==> src/rtl/pwm_capture_pkg.sv <==
`default_nettype none
// +----------------------------------------------------------------------+
// | Module  : pwm_capture_pkg                                            |
// | Brief   : Shared state encoding and saturation helper for pwm_capture|
// | Revision: 1.0                                                        |
// +----------------------------------------------------------------------+
package pwm_capture_pkg;

  typedef enum logic [1:0] {
    SEEK = 2'd0,
    HIGH = 2'd1,
    LOW  = 2'd2
  } cap_state_t;

  // Saturation value of a counter of the given width (widths up to 32).
  function automatic logic [31:0] all_ones(input int unsigned width);
    if (width >= 32) begin
      return 32'hFFFF_FFFF;
    end
    return (32'd1 << width) - 32'd1;
  endfunction

endpackage
`default_nettype wire

==> src/rtl/pwm_capture_sync_edge.sv <==
`default_nettype none
// +----------------------------------------------------------------------+
// | Module  : sync_edge                                                  |
// | Brief   : Optional 2-flop synchronizer plus edge flop (level/rise/fall)|
// | Revision: 1.0                                                        |
// +----------------------------------------------------------------------+
module sync_edge #(
  parameter bit SYNC = 1'b1
) (
  input  logic sysclk,
  input  logic sysreset_n,
  input  logic din,
  output logic level,
  output logic rise,
  output logic fall
);

  logic w_level;
  logic r_last;

  generate
    if (SYNC) begin : g_sync
      logic r_meta;
      logic r_sync;
      always_ff @(posedge sysclk) begin
        if (!sysreset_n) begin
          r_meta <= 1'b0;
          r_sync <= 1'b0;
        end else begin
          r_meta <= din;
          r_sync <= r_meta;
        end
      end
      assign w_level = r_sync;
    end else begin : g_bypass
      // Input is already in the sysclk domain; only the edge flop is needed.
      assign w_level = din;
    end
  endgenerate

  always_ff @(posedge sysclk) begin
    if (!sysreset_n) begin
      r_last <= 1'b0;
    end else begin
      r_last <= w_level;
    end
  end

  assign level = w_level;
  assign rise  = w_level & ~r_last;
  assign fall  = ~w_level & r_last;

endmodule
`default_nettype wire

==> src/rtl/pwm_capture.sv <==
`default_nettype none
// +----------------------------------------------------------------------+
// | Module  : pwm_capture                                                |
// | Brief   : Measures period and high time of a PWM input in timebase ticks|
// | Revision: 1.0                                                        |
// +----------------------------------------------------------------------+
module pwm_capture #(
  parameter int WIDTH = 16
) (
  input  logic             sysclk,
  input  logic             sysreset_n,
  input  logic             counter_event,
  input  logic             pwm_in,
  output logic [WIDTH-1:0] period,
  output logic [WIDTH-1:0] high_time,
  output logic             capture_valid,
  output logic             overrun,
  output logic             stuck_high,
  output logic             stuck_low,
  input  logic             ack
);

  import pwm_capture_pkg::*;

  localparam logic [31:0]      c_ones = all_ones(WIDTH);
  localparam logic [WIDTH-1:0] c_sat  = c_ones[WIDTH-1:0];
  localparam logic [WIDTH-1:0] c_one  = {{(WIDTH-1){1'b0}}, 1'b1};

  logic w_pwm_s, w_rise, w_fall;
  logic w_tick, w_evt_level, w_evt_fall;
  logic w_unused_evt;

  sync_edge #(.SYNC(1'b1)) u_pwm_edge (
    .sysclk     (sysclk),
    .sysreset_n (sysreset_n),
    .din        (pwm_in),
    .level      (w_pwm_s),
    .rise       (w_rise),
    .fall       (w_fall)
  );

  sync_edge #(.SYNC(1'b0)) u_evt_edge (
    .sysclk     (sysclk),
    .sysreset_n (sysreset_n),
    .din        (counter_event),
    .level      (w_evt_level),
    .rise       (w_tick),
    .fall       (w_evt_fall)
  );

  assign w_unused_evt = w_evt_level ^ w_evt_fall;

  cap_state_t       r_state, w_state_next;
  logic [WIDTH-1:0] r_cnt, w_cnt_next;
  logic [WIDTH-1:0] r_hi_cap, w_hi_cap_next;
  logic [WIDTH-1:0] r_period, w_period_next;
  logic [WIDTH-1:0] r_high, w_high_next;
  logic             r_valid, w_valid_next;
  logic             r_overrun, w_overrun_next;
  logic             r_stuck_high, w_stuck_high_next;
  logic             r_stuck_low, w_stuck_low_next;
  logic             w_sat, w_capture, w_set_sh, w_set_sl, w_clear_stuck;

  assign w_sat = (r_cnt == c_sat);

  always_ff @(posedge sysclk) begin
    if (!sysreset_n) begin
      r_state      <= SEEK;
      r_cnt        <= '0;
      r_hi_cap     <= '0;
      r_period     <= '0;
      r_high       <= '0;
      r_valid      <= 1'b0;
      r_overrun    <= 1'b0;
      r_stuck_high <= 1'b0;
      r_stuck_low  <= 1'b0;
    end else begin
      r_state      <= w_state_next;
      r_cnt        <= w_cnt_next;
      r_hi_cap     <= w_hi_cap_next;
      r_period     <= w_period_next;
      r_high       <= w_high_next;
      r_valid      <= w_valid_next;
      r_overrun    <= w_overrun_next;
      r_stuck_high <= w_stuck_high_next;
      r_stuck_low  <= w_stuck_low_next;
    end
  end

  always_comb begin
    w_state_next  = r_state;
    w_cnt_next    = (w_tick && !w_sat) ? (r_cnt + c_one) : r_cnt;
    w_hi_cap_next = r_hi_cap;
    w_capture     = 1'b0;
    w_set_sh      = 1'b0;
    w_set_sl      = 1'b0;
    w_clear_stuck = 1'b0;

    // A rise always restarts the count, so a coincident tick is dropped.
    case (r_state)
      SEEK: begin
        if (w_rise) begin
          w_cnt_next    = '0;
          w_clear_stuck = 1'b1;
          w_state_next  = HIGH;
        end else if (w_sat) begin
          w_set_sh = w_pwm_s;
          w_set_sl = ~w_pwm_s;
        end
      end
      HIGH: begin
        if (w_fall) begin
          w_hi_cap_next = r_cnt;
          w_state_next  = LOW;
        end else if (w_sat) begin
          w_set_sh     = 1'b1;
          w_state_next = SEEK;
        end
      end
      LOW: begin
        if (w_rise) begin
          w_capture     = 1'b1;
          w_cnt_next    = '0;
          w_clear_stuck = 1'b1;
          w_state_next  = HIGH;
        end else if (w_sat) begin
          w_set_sl     = 1'b1;
          w_state_next = SEEK;
        end
      end
      default: begin
        w_state_next = SEEK;
      end
    endcase

    w_period_next     = w_capture ? r_cnt    : r_period;
    w_high_next       = w_capture ? r_hi_cap : r_high;
    w_valid_next      = w_capture ? 1'b1 : (ack ? 1'b0 : r_valid);
    w_overrun_next    = ack ? 1'b0 : (r_overrun | (w_capture & r_valid));

    // Setting one stuck flag drops the other so they stay exclusive.
    w_stuck_high_next = r_stuck_high;
    w_stuck_low_next  = r_stuck_low;
    if (w_clear_stuck) begin
      w_stuck_high_next = 1'b0;
      w_stuck_low_next  = 1'b0;
    end else if (w_set_sh) begin
      w_stuck_high_next = 1'b1;
      w_stuck_low_next  = 1'b0;
    end else if (w_set_sl) begin
      w_stuck_high_next = 1'b0;
      w_stuck_low_next  = 1'b1;
    end
  end

  assign period        = r_period;
  assign high_time     = r_high;
  assign capture_valid = r_valid;
  assign overrun       = r_overrun;
  assign stuck_high    = r_stuck_high;
  assign stuck_low     = r_stuck_low;

endmodule
`default_nettype wire
==> config.mk <==
export PLATFORM = sky130hd
export DESIGN_NAME = pwm_capture
export DESIGN_NICKNAME = d
export VERILOG_FILES = /design/src/rtl/pwm_capture_pkg.sv /design/src/rtl/pwm_capture_sync_edge.sv /design/src/rtl/pwm_capture.sv
export SDC_FILE = /design/constraint.sdc
export NUM_CORES = 1
export LEC_CHECK = 0
export CORE_MARGIN = 3
export CORE_UTILIZATION = 40
export DETAILED_ROUTE_END_ITERATION = 6
export SLEW_MARGIN = 20
export SYNTH_ARGS = -nofsm -noshare
export SYNTH_HDL_FRONTEND = slang
export SYNTH_SLANG_ARGS = --single-unit
==> constraint.sdc <==
create_clock -name sysclk -period 1.8 [get_ports sysclk]
set_input_delay 0.18 -clock sysclk [delete_from_list [all_inputs] [get_ports sysclk]]
set_output_delay 0.18 -clock sysclk [all_outputs]
set_load 0.01 [all_outputs]
Word-level counts from Yosys, hierarchy flattened
Index checks and enable logic that the tools add are counted.
Word-level totals
  logic and storage cells: 61
  flip-flop bits (word level): 74
  output and inout port bits: 36
  input port bits: 5
Cells by class
  reduce and logical (&&, ||, !) cells: 10
  mux-type cells: 24
  add/sub/neg operators: 1
  bitwise logic cells: 9
  equality and inequality tests: 4
Operators by type and width (count)
  $mux W16: 3
  $add A16 B1 Y16 const B: 1
  $eq A16 B16 Y1 const B: 1
  $mux W1: 14
  $mux W2: 4
  $pmux W2 S3: 1
  $reduce_or A2 Y1: 3
  $and A1 B1 Y1: 4
  $not A1 Y1: 4
  $pmux W1 S2: 2
  $reduce_bool A2 Y1: 2
  $reduce_or A3 Y1: 1
  $eq A2 B1 Y1 const B: 1
  $eq A2 B2 Y1 const B: 1
  $logic_not A2 Y1: 1
  $ne A2 B1 Y1 const B: 1
  $reduce_and A2 Y1: 1
  $logic_and A1 B1 Y1: 1
  $logic_not A1 Y1: 1
  $or A1 B1 Y1: 1

Depth between registers and ports, before layout
Gate-level depths: netlist of the first run.
  word-level depth: 6
  mapped depth: 6
  mapped depth without buffers: 5

Modules after synthesis
A second synthesis of the first run with hierarchy kept.
Second synthesis, totals
  cell total of the unflattened synthesis: 355
  area, all modules: 2925.3 µm²
By module, submodules not included
  pwm_capture: area each 2787.7 µm², times used 1, cells an instance 342, sequential area each 1401.3 µm²
  sync_edge (u_pwm_edge): area each 91.3 µm², times used 1, cells an instance 8, sequential area each 60.1 µm²
  sync_edge (u_evt_edge): area each 46.3 µm², times used 1, cells an instance 5, sequential area each 20.0 µm²

Worst setup path after synthesis of the first run
Ideal clock, no wire load.
  path kind: register to register
  start: register r_cnt[0]
  end: register r_state[1]
  buffers on the path: 1
  cell stages (with the launch flop): 7
  data required time: 1.685 ns
  data arrival time: 1.560 ns
  period minus slack after synthesis: 1.675 ns
  setup time: 0.115 ns
  setup slack: 0.125 ns
  path through: dfxtp_1 -> ha_1 -> nand3_1 -> nor4_4 -> buf_4 -> o21ai_1 -> and2_1
On the way
  word-level cells in the longest chain between the ends: 4
  elaborated cells between the ends (all ways): 5
  those cells by class: eq/ne: 1; mux: 4
RTL lines
  start, declared: line pwm_capture.sv:54  | logic [WIDTH-1:0] r_cnt, w_cnt_next;
  start signal, assigned: line pwm_capture.sv:79  | r_cnt <= w_cnt_next;
  $eq A16 B16 Y1 (*): line pwm_capture.sv:64  | assign w_sat = (r_cnt == c_sat);
  $mux W2 (*)
  $mux W2, on equally long branches
  $pmux W2 S3 (*)
  end signal, assigned: line pwm_capture.sv:78  | r_state <= w_state_next;
  end, declared: line pwm_capture.sv:53  | cap_state_t r_state, w_state_next;
Mark *: on every way between the ends. The rest lies on a longest branch, timed or not.
A chain may end at the register's enable or synchronous reset.

Final worst setup path of the first run
  start: register r_cnt[0]
  end: register r_cnt[4]
On the way
  word-level cells in the longest chain between the ends: 6
  elaborated cells between the ends (all ways): 7
  those cells by class: add/sub: 1; eq/ne: 1; mux: 3; reduce/logical: 2
RTL lines
  parallel branches: the longest is 3 deep, another holds $add A16 B1 Y16
  $mux W16 (*): line pwm_capture.sv:92  | w_cnt_next = (w_tick && !w_sat) ? (r_cnt + c_one) : r_cnt;
  $mux W16: line pwm_capture.sv:102, pwm_capture.sv:121
  $mux W16 (*)
Every way passes the cells marked *.

==> run metrics, run 1 <==
Syn Area/Cell 8.60 sq um; Clock Tree Buf Depth 2; FF+latch count, synth 74; number of global-route vias before repair 2321; Leak 1.33 nW; RSZ-0062 raised after global routing no; Clock Sinks 74; I/O Pins 41; starting density of the core 0.427; std cell rows 30; Synth area leaders dfxtp_1, nand2_1, a21boi_0; synth unique cells 44; Num CTS Buffers 9; first-pass GRT wire length 11400 um; DR DRC count 0; Synth top area share 0.494; total number of vias 2518; die height 92.6 um; Placer Congestion 0.849; dominant cell type by area after synthesis dfxtp_1; Post-synth EDFFs 0; fin nets 408; worst skew pair latency 0.35 ns; hold_buf cts 0; Layout area overhead 27.9%; status complete, no violations; Global Route Usage Sum 0.168; final WL 6760 um; CTS root buffer clkbuf_8; WP data arrival 1.99 ns; post-DP HPWL 4650 um; Post-synth top cells nand2_1, dfxtp_1, a21boi_0; DRT antenna net count 0; fmax 585 MHz; die area 8580 sq um; DRT iter0 DRCs 124; Crit Path Category flip-flop to flip-flop; initial antenna violation count 0; Post-synth top flop dfxtp_1; final antenna diode count 0; max_cap viols 0; CP Max Fanout 14; Synthesis Warnings 0; Relative slew margins 0.612; Final setup viols 0; CTS tree done; setup TNS 0 ns; fraction of layout cells with a size suffix above 1 0.120; WL/cell 13.4 um; worst vdd ir 0.547 mV; clock skew 0.00611 ns; Worst setup EP type flip-flop; Final period util 0.949; Placement Cell Area 3620 sq um; Post-synth ARST share 0; die width 92.6 um; Final min period 1.71 ns; synthesized cell area 3000 sq um; Seq/Total Area, Yosys 0.494; Critical Path Source Type flip-flop; largest net degree at the start of global routing 54; global route overflow 0; worst path required time 2.08 ns; DRT Pass-1 Iters 4; pwr dens 824 nW/um^2; core area 7020 sq um; Cells after Synth 349; max-slew violations 0; Final Hold Fails 0; most frequent cell after synthesis nand2_1; Post-Layout Inst Area 3840 sq um; Mapped Nets 355; Clock Pin Slew Worst Setup and Hold Paths 0.08 ns; class of the worst hold path primary input to flip-flop; CTS H-tree depth 3; IO Port Bufs 40; worst-margin pin slew 0.580 ns; via density per instance 5.01
## state kept, by name, indices dropped and copies added, names as in the netlist, 2 cells and up
| name | flops |
|---|---|
| high_time | 16 |
| period | 16 |
| r_cnt | 16 |
| r_hi_cap | 16 |
| r_state | 2 |
## metrics by stage
stage,total power [mW],util,instances,worst slack [ns],hold slack (ns)
floorplan,1.75,-,349,0.125,0.256
finish,3.16,0.547,503,0.0913,0.401
global placement,1.78,0.516,487,0.0853,0.414
global route,3.28,0.547,503,0.00190,0.388
CTS,3.20,0.547,503,0.0790,0.384
detailed placement,1.78,0.516,487,0.0619,0.425
## final timing paths
check	from	slack [ns]	to	cells after the start
min	ack	0.40	overrun	2
max	r_cnt[0]	0.09	r_cnt[4]	6
min reg2reg	u_pwm_edge.g_sync.r_meta	0.44	u_pwm_edge.level	1
max reg2reg	r_cnt[0]	0.09	r_cnt[4]	6
## cell type report
class                      count  area, sq um
clock buffer                  10          128
clock inverter                 6         90.1
fill                         717         3180
inverter                       2         7.51
multi-input combinational    250         1410
sequential                    74         1480
tap                           96          120
timing repair buffer          65          601
## logic make-up after synthesis
| logic type | count (synthesis) | synth area share |
|---|---|---|
| buf+inv | 25 | 0.0375 |
| simple gates | 163 | 0.262 |
| compound gates | 83 | 0.193 |
| mux | 3 | 0.0100 |
| flops | 74 | 0.494 |
| fa+ha+maj | 1 | 0.00417 |
## power breakdown
group,total [mW],switching [mW],internal [mW]
logic,0.0927,0.0474,0.0453
registers,1.65,0.00884,1.64
clock network,1.42,0.632,0.786
## routing by layer
layer,share of wire,track usage
met2,0.44,0.257
met3,0.049,0.0390
met5,0,0
met4,0.014,0.0681
met1,0.49,0.227
## cell usage in the layout (no fill, tap or decap), types with 5 or more instances in the layout
master / n
dfxtp_1: 73
o21ai_0: 8
clkdlybuf4s50_1: 40
nand2b_1: 5
and2_1: 8
a21oi_1: 12
or3_1: 5
nand4_1: 5
nand3_1: 5
a21boi_0: 42
a21boi_1: 7
buf_4: 24
nor2b_1: 5
nand2_1: 106
clkbuf_8: 9
## critical path, cell delays in order (launching register included)
cell     delay (ns)
dfxtp_2        0.36
ha_1           0.21
nand3_1        0.20
nor4_4         0.08
buf_4          0.18
or4_1          0.47
a21oi_1        0.15
## repair_timing
| action | 4_1_cts | 5_1_grt |
|---|---|---|
| setup endpoints to repair | 0 | 9 |
| setup buffers | 0 | 0 |
| gates resized for setup | 0 | 1 |
Power figures use the tool's default switching activity.
==> run 2: changes to the inputs <==
--- a/config.mk
+++ b/config.mk
@@ -5,7 +5,7 @@
 export SDC_FILE = /design/constraint.sdc
 export NUM_CORES = 1
 export LEC_CHECK = 0
-export CORE_MARGIN = 3
+export CORE_MARGIN = 2
 export CORE_UTILIZATION = 40
 export DETAILED_ROUTE_END_ITERATION = 6
 export SLEW_MARGIN = 20
==> run metrics, run 2 (synthesized netlist as in run 1, its figures left out) <==
status complete, no violations; Num CTS Buffers 9; DRT antenna net count 0; Worst R2R Setup Slack 0.14 ns; worst path required time 2.04 ns; clock skew 0.00864 ns; core area 7250 sq um; die area 8210 sq um; die height 90.6 um; CTS root buffer clkbuf_8; Tot Pwr 3.12 mW; CTS H-tree depth 3; Clock Tree Buf Depth 2; worst vdd ir 0.457 mV; CTS tree done; Clock Sinks 74; Fillers 731; I/O Pins 41; number of global-route vias before repair 2364; std cell rows 31; Final period util 0.925; pwr dens 805 nW/um^2; DRT iter0 DRCs 73; worst hold margin 0.394 ns; fin nets 412; DRT Pass-1 Iters 4; pre-CTS setup slack -0.0365 ns; hold_buf cts 0; max-slew violations 0; commonest non-fill, non-tap cell in the layout nand2_1; Relative slew margins 0.609; via density per instance 4.92; global route overflow 0; WP data arrival 1.90 ns; worst r2r src r_cnt[0]; starting density of the core 0.414; class of the worst hold path primary input to flip-flop; WL/cell 12.8 um; die width 90.6 um; Clock Pin Slew Worst Setup and Hold Paths 0.08 ns; Global Route Usage Sum 0.166; Worst setup EP type flip-flop; IO Port Bufs 40; Critical Path Source Type flip-flop; CP Max Fanout 9; worst setup path end r_state[1]; Leak 1.35 nW; final worst slack 0.135 ns; Final setup viols 0; most frequent cells in the layout nand2_1, dfxtp_1, a21boi_0; Final Hold Fails 0; fraction of layout cells with a size suffix above 1 0.124; post-DP HPWL 4540 um; final WL 6500 um; worst skew pair latency 0.35 ns; total number of vias 2505; Final min period 1.66 ns; Placer Congestion 0.850; Layout area overhead 29.1%; final antenna diode count 0; RSZ-0062 raised after global routing no; first-pass GRT wire length 11000 um; DR DRC count 0; initial antenna violation count 0; worst-margin pin slew 0.585 ns; Post-CTS Resized 0; Crit Path Category flip-flop to flip-flop; largest net degree at the start of global routing 44; fmax 601 MHz; postcts setup bufs 0; max_cap viols 0; reg2reg end r_state[1]; CP Launch Point r_cnt[0]; reg2reg path depth 6
-- run 2: worst min path at each step --
stage,from,end,slack [ns],cells after the start
global placement,u_pwm_edge.g_sync.r_meta,u_pwm_edge.level,0.42,1
global route,ack,overrun,0.40,2
CTS,ack,overrun,0.39,2
finish,ack,overrun,0.39,2
floorplan,ack,overrun,0.26,1
detailed placement,u_pwm_edge.g_sync.r_meta,u_pwm_edge.level,0.43,1
-- run 2: report_power, final --
| part | total (mW) | internal (mW) | leakage (nW) | switching, mW |
|---|---|---|---|---|
| sequential | 1.65 | 1.64 | 0.597 | 0.00736 |
| clock | 1.37 | 0.771 | 0.0984 | 0.597 |
| combinational | 0.0991 | 0.0496 | 0.651 | 0.0495 |
| total | 3.12 | 2.46 | 1.35 | 0.653 |
-- run 2: metrics by stage --
step                      cell area (sq um)  setup TNS (ns)  utilization  std cells
after detailed placement               3660         -0.0588        0.505        494
after global routing                   3870               0        0.534        509
after global placement                 3660               0        0.505        494
after CTS                              3870               0        0.534        509
after floorplan                        3000               0            -        349
final                                  3870               0        0.534        509
-- run 2: metal layers --
layer | up-vias | part of all wire | track usage | wire [um]
met5 | - | 0 | 0 | 0
met4 | 0 | 0.017 | 0.0731 | 110
met3 | 10 | 0.037 | 0.0351 | 239
met2 | 36 | 0.46 | 0.275 | 2960
met1 | 1162 | 0.49 | 0.209 | 3190
li1 | 1297 | - | - | -
-- run 2: worst max-delay path, cell delays in order (launching register included) --
cell and delay, ns:
dfxtp_1 0.38, ha_1 0.18, nand3_1 0.19, nor4_4 0.35, buf_4 0.22, o21ai_1 0.07, and2_1 0.18
-- run 2: cell type report --
cell class,count,area (sq um),area share
clock inverter,5,80.1,0.0207
sequential,74,1480,0.383
clock buffer,10,128,0.0330
timing repair buffer,69,643,0.166
multi-input combinational,250,1410,0.364
inverter,2,7.51,0.00194
tap,99,124,0.0320
==> run 3: changes to the inputs <==
--- a/config.mk
+++ b/config.mk
@@ -8,6 +8,7 @@
 export CORE_MARGIN = 2
 export CORE_UTILIZATION = 40
 export DETAILED_ROUTE_END_ITERATION = 6
+export PLACE_DENSITY_LB_ADDON = 0.2
 export SLEW_MARGIN = 20
 export SYNTH_ARGS = -nofsm -noshare
 export SYNTH_HDL_FRONTEND = slang
==> run metrics, run 3 (synthesized netlist as in run 1, its figures left out) <==
setup TNS 0 ns; die area 8210 sq um; max-slew violations 0; Final period util 0.945; reg2reg end r_cnt[2]; fraction of layout cells with a size suffix above 1 0.120; CP max-delay cell dfxtp_1; WP data arrival 1.94 ns; worst hold margin 0.404 ns; Clock Tree Buf Depth 2; status complete, no violations; IO Port Bufs 40; Layout area overhead 30.3%; Final Hold Fails 0; class of the worst hold path primary input to flip-flop; commonest non-fill, non-tap cell in the layout nand2_1; CP Launch Point r_cnt[0]; Placer Congestion 0.884; CTS root buffer clkbuf_8; Post-Layout Inst Area 3910 sq um; max_cap viols 0; Worst R2R Setup Slack 0.1 ns; die width 90.6 um; fin nets 408; number of global-route vias before repair 2272; Critical Path Source Type flip-flop; starting density of the core 0.414; Relative slew margins 0.604; I/O Pins 41; DRT antenna net count 0; DR DRC count 0; clock skew 0.00766 ns; worst vdd ir 0.559 mV; std cell rows 31; most frequent cells in the layout nand2_1, dfxtp_1, a21boi_0; DRT iter0 DRCs 98; initial antenna violation count 0; WL/cell 12.7 um; CP max stage delay 0.40 ns; pwr dens 878 nW/um^2; Leak 1.36 nW; worst path cell trace ha_1 -> nand3_2 -> nor4_4 -> buf_6 -> nor2_1 -> a311oi_1; Num CTS Buffers 9; Crit Path Category flip-flop to flip-flop; Worst setup EP type flip-flop; worst r2r src r_cnt[0]; largest net degree at the start of global routing 57; Clock Sinks 74; Global Route Usage Sum 0.162; worst-margin pin slew 0.593 ns; hold_buf cts 0; worst setup path end r_cnt[2]; worst path required time 2.04 ns; Fillers 712; global route overflow 0; worst skew pair latency 0.34 ns; total number of vias 2547; via density per instance 5.03; DRT Pass-1 Iters 4; final WL 6420 um; first-pass GRT wire length 10700 um; post-DP HPWL 4440 um; reg2reg path depth 6; die height 90.6 um; RSZ-0062 raised after global routing no; core area 7250 sq um; CP Max Fanout 11; Final min period 1.70 ns; Placement Cell Area 3630 sq um; fmax 588 MHz; CTS tree done; final antenna diode count 0; Final setup viols 0; Clock Pin Slew Worst Setup and Hold Paths 0.07 ns; CTS H-tree depth 3
## run 3: changes by cell type in the layout (fill, tap and decap cells not counted), sizes merged
cell and delta:
buf -4, clkbuf +1, clkinvlp -2, bufinv +2
## run 3: critical path, delay by kind of cell, from the launching register on
family                     cells  cell delay (ns)
AOI/OAI and AO/OA              1             0.31
adders and majority gates      1             0.22
buffers and inverters          1             0.18
DFF                            1             0.40
and+or+nand+nor                3             0.49
## run 3: how the worst min path moves through the flow
stage	from	endpoint	slack, ns	depth (start not counted)
floorplan	ack	overrun	0.26	1
finish	ack	overrun	0.40	2
global route	ack	overrun	0.40	2
detailed placement	u_pwm_edge.g_sync.r_meta	u_pwm_edge.level	0.42	1
CTS	ack	overrun	0.39	2
global placement	u_pwm_edge.g_sync.r_meta	u_pwm_edge.level	0.42	1
## run 3: report_power, final
group / switching [mW] / internal [mW] / leakage [nW] / total (mW)
clock network: 0.588 / 1.10 / 0.134 / 1.69
logic: 0.0492 / 0.0470 / 0.633 / 0.0963
registers: 0.00775 / 1.64 / 0.597 / 1.65
## run 3: area by class of cell
cell class	count	area [sq um]	share of cell area
inverter	2	7.51	0.00192
clock inverter	5	125	0.0320
timing repair buffer	65	617	0.158
sequential	74	1480	0.379
tap	99	124	0.0317
clock buffer	11	141	0.0362
multi-input combinational	250	1410	0.362
## run 3: stage by stage
| stage | util | total power [mW] | worst slack, ns | instances |
|---|---|---|---|---|
| 4_1_cts | 0.538 | 3.47 | 0.0554 | 506 |
| 6_report | 0.539 | 3.43 | 0.0981 | 506 |
| 2_1_floorplan | - | 1.75 | 0.125 | 349 |
| 5_1_grt | 0.539 | 3.56 | 0.00865 | 506 |
| 3_5_place_dp | 0.501 | 1.79 | 0.0204 | 490 |
| 3_3_place_gp | 0.501 | 1.79 | 0.0753 | 490 |
## run 3: routing by layer
layer  share of wire  vias to the layer above  global-route usage
met1            0.49                     1194               0.222
met4           0.010                        0              0.0692
li1                -                     1294                   -
met5               0                        -                   0
met3           0.042                        6              0.0351
met2            0.46                       53               0.245
## run 3: timing repair
action	CTS	global route
buffers inserted	0	0
gates resized for setup	0	2
setup endpoints to repair	0	1
